==> src/rtl/fifo2axi_arb_mux.sv <==
// N-channel burst-aware arbiter feeding one command FIFO and one write-data FIFO.
// Define FIFO2AXI_ARB_STATS_EN to add per-channel burst and dropped-strobe counters.
module fifo2axi_arb_mux #(
    parameter int unsigned NUM_CH  = 4,
    parameter int unsigned CMD_W   = 64,
    parameter int unsigned DAT_W   = 128,
    parameter int unsigned LEN_LSB = 0,
    parameter int unsigned LEN_W   = 8
) (
    input  logic                    clk,
    input  logic                    rst,
    input  logic                    sel_mode,
    input  logic [2:0]              sel_ch,
    input  logic [NUM_CH-1:0]       ch_req,
    input  logic [NUM_CH*CMD_W-1:0] ch_cmd_din,
    input  logic [NUM_CH-1:0]       ch_cmd_wr_en,
    output logic [NUM_CH-1:0]       ch_cmd_full,
    input  logic [NUM_CH*DAT_W-1:0] ch_wr_din,
    input  logic [NUM_CH-1:0]       ch_wr_wr_en,
    output logic [NUM_CH-1:0]       ch_wr_full,
    output logic [CMD_W-1:0]        fifo_din_cmd_o,
    output logic                    fifo_wr_en_cmd_o,
    input  logic                    fifo_full_cmd_i,
    output logic [DAT_W-1:0]        fifo_din_wr_o,
    output logic                    fifo_wr_en_wr_o,
    input  logic                    fifo_full_wr_i,
    output logic [NUM_CH-1:0]       grant_o,
    output logic                    busy_o
`ifdef FIFO2AXI_ARB_STATS_EN
    ,
    output logic [NUM_CH*32-1:0]    stat_pkt_cnt,
    output logic [31:0]             stat_drop_cnt
`endif
);

    localparam int unsigned IdxW = $clog2(NUM_CH);

    typedef enum logic [1:0] {StIdle, StGntCmd, StGntDat} state_e;

    state_e           state_q, state_d;
    logic [IdxW-1:0]  rr_ptr_q, rr_ptr_d;
    logic [IdxW-1:0]  gnt_idx_q, gnt_idx_d;
    logic [LEN_W-1:0] beat_cnt_q, beat_cnt_d;
    logic [CMD_W-1:0] din_cmd_q, din_cmd_d;
    logic [DAT_W-1:0] din_wr_q, din_wr_d;
    logic             we_cmd_q, we_cmd_d;
    logic             we_wr_q, we_wr_d;

    logic             pick_vld;
    logic [IdxW-1:0]  pick_idx;
    logic [CMD_W-1:0] sel_cmd;
    logic [DAT_W-1:0] sel_dat;
    logic             cmd_acc;
    logic             dat_acc;

    assign sel_cmd = ch_cmd_din[32'(gnt_idx_q)*CMD_W +: CMD_W];
    assign sel_dat = ch_wr_din[32'(gnt_idx_q)*DAT_W +: DAT_W];
    assign cmd_acc = (state_q == StGntCmd) && ch_cmd_wr_en[gnt_idx_q] && !fifo_full_cmd_i;
    assign dat_acc = (state_q == StGntDat) && ch_wr_wr_en[gnt_idx_q] && !fifo_full_wr_i;

    // Forced select ignores out-of-range sel_ch; round-robin searches from rr_ptr+1 with wrap.
    always_comb begin
        pick_vld = 1'b0;
        pick_idx = '0;
        if (sel_mode) begin
            for (int unsigned i = 0; i < NUM_CH; i++) begin
                if (32'(sel_ch) == i && ch_req[i]) begin
                    pick_vld = 1'b1;
                    pick_idx = IdxW'(i);
                end
            end
        end else begin
            for (int unsigned k = 1; k <= NUM_CH; k++) begin
                if (!pick_vld && ch_req[(32'(rr_ptr_q) + k) % NUM_CH]) begin
                    pick_vld = 1'b1;
                    pick_idx = IdxW'((32'(rr_ptr_q) + k) % NUM_CH);
                end
            end
        end
    end

    always_comb begin
        state_d    = state_q;
        rr_ptr_d   = rr_ptr_q;
        gnt_idx_d  = gnt_idx_q;
        beat_cnt_d = beat_cnt_q;
        din_cmd_d  = din_cmd_q;
        din_wr_d   = din_wr_q;
        we_cmd_d   = 1'b0;
        we_wr_d    = 1'b0;
        unique case (state_q)
            StIdle: begin
                if (pick_vld) begin
                    gnt_idx_d = pick_idx;
                    if (!sel_mode) rr_ptr_d = pick_idx;
                    state_d = StGntCmd;
                end
            end
            StGntCmd: begin
                if (cmd_acc) begin
                    din_cmd_d  = sel_cmd;
                    we_cmd_d   = 1'b1;
                    beat_cnt_d = sel_cmd[LEN_LSB +: LEN_W];
                    state_d    = StGntDat;
                end
            end
            StGntDat: begin
                if (dat_acc) begin
                    din_wr_d = sel_dat;
                    we_wr_d  = 1'b1;
                    if (beat_cnt_q == '0) state_d = StIdle;
                    else                  beat_cnt_d = beat_cnt_q - 1'b1;
                end
            end
            default: state_d = StIdle;
        endcase
    end

    always_ff @(posedge clk or posedge rst) begin
        if (rst) begin
            state_q    <= StIdle;
            rr_ptr_q   <= IdxW'(NUM_CH - 1);
            gnt_idx_q  <= '0;
            beat_cnt_q <= '0;
            din_cmd_q  <= '0;
            din_wr_q   <= '0;
            we_cmd_q   <= 1'b0;
            we_wr_q    <= 1'b0;
        end else begin
            state_q    <= state_d;
            rr_ptr_q   <= rr_ptr_d;
            gnt_idx_q  <= gnt_idx_d;
            beat_cnt_q <= beat_cnt_d;
            din_cmd_q  <= din_cmd_d;
            din_wr_q   <= din_wr_d;
            we_cmd_q   <= we_cmd_d;
            we_wr_q    <= we_wr_d;
        end
    end

    // Only the granted channel in the matching phase sees the downstream prog_full.
    always_comb begin
        ch_cmd_full = '1;
        ch_wr_full  = '1;
        grant_o     = '0;
        if (state_q == StGntCmd) ch_cmd_full[gnt_idx_q] = fifo_full_cmd_i;
        if (state_q == StGntDat) ch_wr_full[gnt_idx_q] = fifo_full_wr_i;
        if (state_q != StIdle)   grant_o[gnt_idx_q] = 1'b1;
    end

    assign busy_o           = (state_q != StIdle);
    assign fifo_din_cmd_o   = din_cmd_q;
    assign fifo_wr_en_cmd_o = we_cmd_q;
    assign fifo_din_wr_o    = din_wr_q;
    assign fifo_wr_en_wr_o  = we_wr_q;

`ifdef FIFO2AXI_ARB_STATS_EN
    logic [NUM_CH*32-1:0] pkt_cnt_q;
    logic [31:0]          drop_cnt_q;
    logic [32:0]          drop_sum;

    always_comb begin
        drop_sum = {1'b0, drop_cnt_q};
        for (int unsigned i = 0; i < NUM_CH; i++) begin
            drop_sum = drop_sum + 33'(ch_cmd_wr_en[i] & ch_cmd_full[i])
                                + 33'(ch_wr_wr_en[i] & ch_wr_full[i]);
        end
    end

    always_ff @(posedge clk or posedge rst) begin
        if (rst) begin
            pkt_cnt_q  <= '0;
            drop_cnt_q <= '0;
        end else begin
            drop_cnt_q <= drop_sum[32] ? 32'hFFFF_FFFF : drop_sum[31:0];
            if (dat_acc && beat_cnt_q == '0) begin
                pkt_cnt_q[32'(gnt_idx_q)*32 +: 32] <= pkt_cnt_q[32'(gnt_idx_q)*32 +: 32] + 32'd1;
            end
        end
    end

    assign stat_pkt_cnt  = pkt_cnt_q;
    assign stat_drop_cnt = drop_cnt_q;
`else
    // Statistics counters are not built.
`endif

endmodule

==> config.mk <==
export PLATFORM = sky130hd
export DESIGN_NAME = fifo2axi_arb_mux
export DESIGN_NICKNAME = d
export VERILOG_FILES = /design/src/rtl/fifo2axi_arb_mux.sv
export SDC_FILE = /design/constraint.sdc
export NUM_CORES = 1
export LEC_CHECK = 0
export ABC_AREA = 1
export BUFFER_PORTS_ARGS = -buffer_cell sky130_fd_sc_hd__buf_4
export CORE_AREA = 5 5 385 387
export CTS_CLUSTER_DIAMETER = 60
export DETAILED_ROUTE_END_ITERATION = 8
export DIE_AREA = 0 0 390 392
export GPL_ROUTABILITY_DRIVEN = 1
export REMOVE_ABC_BUFFERS = 1
export SETUP_SLACK_MARGIN = 0.02
export SLEW_MARGIN = 20
export SYNTH_ARGS = -nofsm -noshare
export SYNTH_HDL_FRONTEND = slang
export SYNTH_SLANG_ARGS = --single-unit
export TNS_END_PERCENT = 50
==> constraint.sdc <==
create_clock -name clk -period 8.5 [get_ports clk]
set_clock_uncertainty 0.15 [all_clocks]
set_input_delay 1.7 -clock clk [delete_from_list [all_inputs] [get_ports clk]]
set_output_delay 1.7 -clock clk [all_outputs]
set_load 0.03 [all_outputs]
After elaboration in Yosys (flattened, before gate mapping)
Cells that the tools add are included.
{ "totals": {"out_inout_bits": 207, "latch_bits": 0, "word_cells": 113, "reg_bits": 208, "in_bits": 788, "memories": 0, "ramBits": 0, "rom_bits": 0} }
{ "op_classes": {"mux": 50, "div": 0, "multipliers": 0, "addsub": 5, "eq_ne": 10, "magnitude_cmp": 6, "n_shift": 2, "bitwise_logic": 4, "reduce_logical": 28} }
{ "ops": {"columns": ["cell", "n"], "rows": [
  ["$shiftx 512x10->128", 1],
  ["$shiftx 256x9->64", 1],
  ["$mux 1", 24],
  ["$mux 8", 3],
  ["$mux 2", 11],
  ["$pmux 8 s2", 1],
  ["$lt 2x3->1 const B", 5],
  ["$bmux 1 s2", 6],
  ["$logic_and 1x1->1", 12],
  ["$mux 4", 3],
  ["$ne 2x2->1 const B", 5],
  ["$logic_not 8->1", 1],
  ["$or 4x4->4", 2],
  ["$reduce_and 4->1", 2],
  ["$sub 8x1->8 const B", 1],
  ["$eq 3x2->1 const B", 2],
  ["$pmux 2 s3", 1],
  ["$reduce_and 2->1", 3],
  ["$logic_not 1->1", 5],
  ["$add 2x1->2 const B", 2],
  ["$add 2x2->2 const B", 2],
  ["$not 4->4", 1],
  ["$reduce_bool 2->1", 2],
  ["$eq 3x1->1 const B", 1],
  ["8 further kinds", 8]
]} }

Logic depth before layout (Yosys ltp)
{ "depth": {"depth_word": 19, "mapped_depth": 13, "ltp_nobuf": 12} }

Worst setup path after synthesis
OpenSTA, ideal clock, no wires.
{ "synth_timing": {"kind": "input port to output port", "startpoint": "input fifo_full_cmd_i", "endpoint": "output ch_cmd_full[0]", "n_path_buf": 0, "stages": 2, "path_slack_ns": 4.595, "arrival_time_ns": 2.055, "required_ns": 6.650, "path_cell_list": "nor2_4 nand2_1"} }
{ "synth_between": {"elab_chain_len": 2} }
{ "synth_lines": {"columns": ["item", "line_no", "rtl"], "rows": [
  ["start: declaration", "23", "input logic fifo_full_cmd_i,"],
  ["$or 4x4->4 (no source line)", null, null],
  ["$mux 4", "146", "if (state_q == StGntCmd) ch_cmd_full[gnt_idx_q] = fifo_full_cmd_i;"],
  ["end: declaration", "17", "output logic [NUM_CH-1:0] ch_cmd_full,"]
]} }
Every way passes these cells.

Worst setup path after layout
Same ends and word-level chain as after synthesis.

==> flow_summary.toml <==
[timing]
layout_setup_ws_ps = 4360
relSlewSlack_pct = 36.2
rsz0062_at_grt = "false"
slew_viol_final = 0
setup_viol = 0
period_share_pct = 48.8
period_minus_slack_ps = 4140
hold_viol_final = 0
max_freq_mhz = 241
tns_ps = 0
tightestPinTransition_ps = 958

[critical_path]
cp-start-kind = "primary input"
r2r_setup_slack_ps = 4740
r2r-start = "gnt_idx_q[0]"
crit_buf_inv = 2
slowest_delay_ps = 200
worstRegToRegCells = 10
cp_cell_sequence = "buf_4 -> nor2_4 -> nand2_1 -> buf_4"
r2r-end = "fifo_din_wr_o[49]"
crit_slowest_cell = "nor2_4"
cp.required_ps = 6650
path_common_cell = "buf_4"
crit_arrival_ps = 2290
critPathCaptureType = "output port"
path_delay_family = "buffers and inverters"
path_max_fanout = 5
worst-setup-path-type = "primary input to output port"

[synth]
yosysMostFrequentCell = "nand2_1"
yosys_warnings = 0
synth_cells = 1525
ys_top_cells_by_area = "dfrtp_1 42%, nand2_1 15%, a22oi_1 12%"
syn_area_per_cell_um2 = 8.09
synth_top_area_cell = "dfrtp_1"
ys.flop_type = "dfrtp_1"
synth_edf_count = 0
synth_area_um2 = 12300
synth.distinct_cells = 31
async_reset_ff_share_pct = 100
synth_top_area_share_pct = 41.8
ys_seq_elements = 208
synthTopCellsByCount = "503 x nand2_1, 206 x dfrtp_1, 196 x a22oi_1"
ys_seq_area_share_pct = 42.2

[min_path]
min_path_type = "register to register"
min_path_cells = 2
hold_end = "beat_cnt_q[1]"
min-delay-start = "beat_cnt_q[1]"

[cts]
cts_sinks = 208
cts_tree = "yes"
cts_buffer_depth = 3
cts_root_buf = "clkbuf_16"
post_cts.repair.setup_buffers = 0
htree_levels = 2
cts_buffers = 37
clk_pin_slew_ps = 50
insertion_delay_ps = 580
hold_buffers = 0
ctsResizeCount = 0

[routing]
finalWirelength_um = 109000
drt_iter0_drc = 1173
drtPass1Iterations = 6
vias_per_cell = 3.70
avgRoutedWirePerCell_um = 24.7
vias = 16300
drc = 0
route.antenna.remaining_nets = 0

[place]
placed_cell_area_um2 = 21800
port_buffers = 994
post-place-ws_ps = 4200
dp_hpwl_um = 91700
place_congestion = 0.963

[floorplanning]
die_w_um = 390
num_rows = 140
die_height_um = 392
initial_core_util_pct = 8.54
ioPinCount = 995
dieArea_um2 = 153000
coreArea_um2 = 145000

[power]
powerDensity_nw_per_um2 = 360
power_mw = 8.30
leakage_nw = 9.76
ir_drop_mv = 0.290

[finish]
nNetsFinal = 3232
drive_gt1_share_pct = 44.2
area_growth_pct = 86.9
stdcell_area_um2 = 23100
nFillCells = 16400

[run]
drv_cap = 0

[status]
status = "completed"

[grt]
overflow = 0
grtUsageTotal_pct = 13.3
grt_pass1_wl_um = 140000
grt_pass1_vias = 16300
antenna_found_initial = 77
grt_max_degree = 137
==> layer usage <==
layer / global-route usage, % / wire length, um / up-vias
met2: 22.3 / 52100 / 739
met4: 3.20 / 2270 / 74
met3: 6.84 / 13100 / 186
met5: 0 / 488 / -
li1: - / - / 7339
met1: 15.1 / 40700 / 7952
==> worst max-delay path by stage <==
stage	start	end	slack [ps]	cells past startpoint
floorplan	rst	beat_cnt_q[0]	970	1
global placement	fifo_full_wr_i	fifo_din_wr_o[69]	4230	8
detailed placement	fifo_full_wr_i	fifo_din_wr_o[49]	4200	8
CTS	gnt_idx_q[1]	ch_wr_full[2]	4310	5
global route	gnt_idx_q[1]	ch_cmd_full[2]	4230	5
finish	fifo_full_cmd_i	ch_cmd_full[0]	4360	4
==> power breakdown <==
part	leakage, nW	total [mW]	internal, mW	switching (mW)
clock network	0.607	1.59	0.978	0.614
registers	2.39	1.84	1.50	0.341
logic	6.76	4.87	1.66	3.21
==> cell usage in the layout, fill, tap and decap left out, drive strengths merged, types with 2 or more instances in the layout <==
master    count
buf        1008
nand2       505
dfrtp       206
a22oi       197
nand4       186
o21a        184
clkbuf       44
inv          41
nor2         28
nand3        27
diode        18
a21oi         6
clkinv        6
o21ai         5
nor3          4
clkinvlp      4
bufinv        4
nand3b        3
ha            2
dfstp         2
==> tightest hold or removal path, cell delays in order (launching register included) <==
cell	delay (ps)
dfrtp_1	350
nand2_1	60
nand2_1	50
==> through the flow <==
stage / cells / hold slack [ps] / utilization (%)
after floorplan: 1395 / 292 / -
after global placement: 4320 / 308 / 15.1
after detailed placement: 4320 / 323 / 15.1
after CTS: 4384 / 338 / 15.9
after global routing: 4389 / 352 / 15.9
final: 4402 / 332 / 16.0
==> cell type report <==
| cell class | instances | area [um2] | share of cell area, % |
|---|---|---|---|
| multi-input cells | 1152 | 6380 | 27.7 |
| flip-flops and latches | 208 | 5210 | 22.6 |
| inverters | 35 | 156 | 0.678 |
| clock inverters | 20 | 240 | 1.04 |
| diodes | 18 | 45.0 | 0.195 |
| repair buffers | 1008 | 7620 | 33.0 |
| clock buffers | 44 | 1010 | 4.40 |
| well taps | 1917 | 2400 | 10.4 |
==> sequential cells by signal, indices dropped and copies added, names as in the netlist <==
signal	cells
rr_ptr_q	2
fifo_din_wr_o	128
fifo_wr_en_cmd_o	1
beat_cnt_q	8
gnt_idx_q	2
fifo_din_cmd_o	64
fifo_wr_en_wr_o	1
state_q	2
==> cells by family (layout without fill, tap and decap cells) <==
family / after synthesis / after routing / synth area share [%]
buf+inv: 165 / 1107 / 6.04
flops: 208 / 208 / 42.2
fa+ha+maj: 2 / 2 / 0.203
other cells: 0 / 18 / 0
compound gates: 395 / 395 / 23.8
xor+xnor: 1 / 1 / 0.0710
simple gates: 754 / 754 / 27.6
No activity file was read; power rests on OpenSTA's default activity.
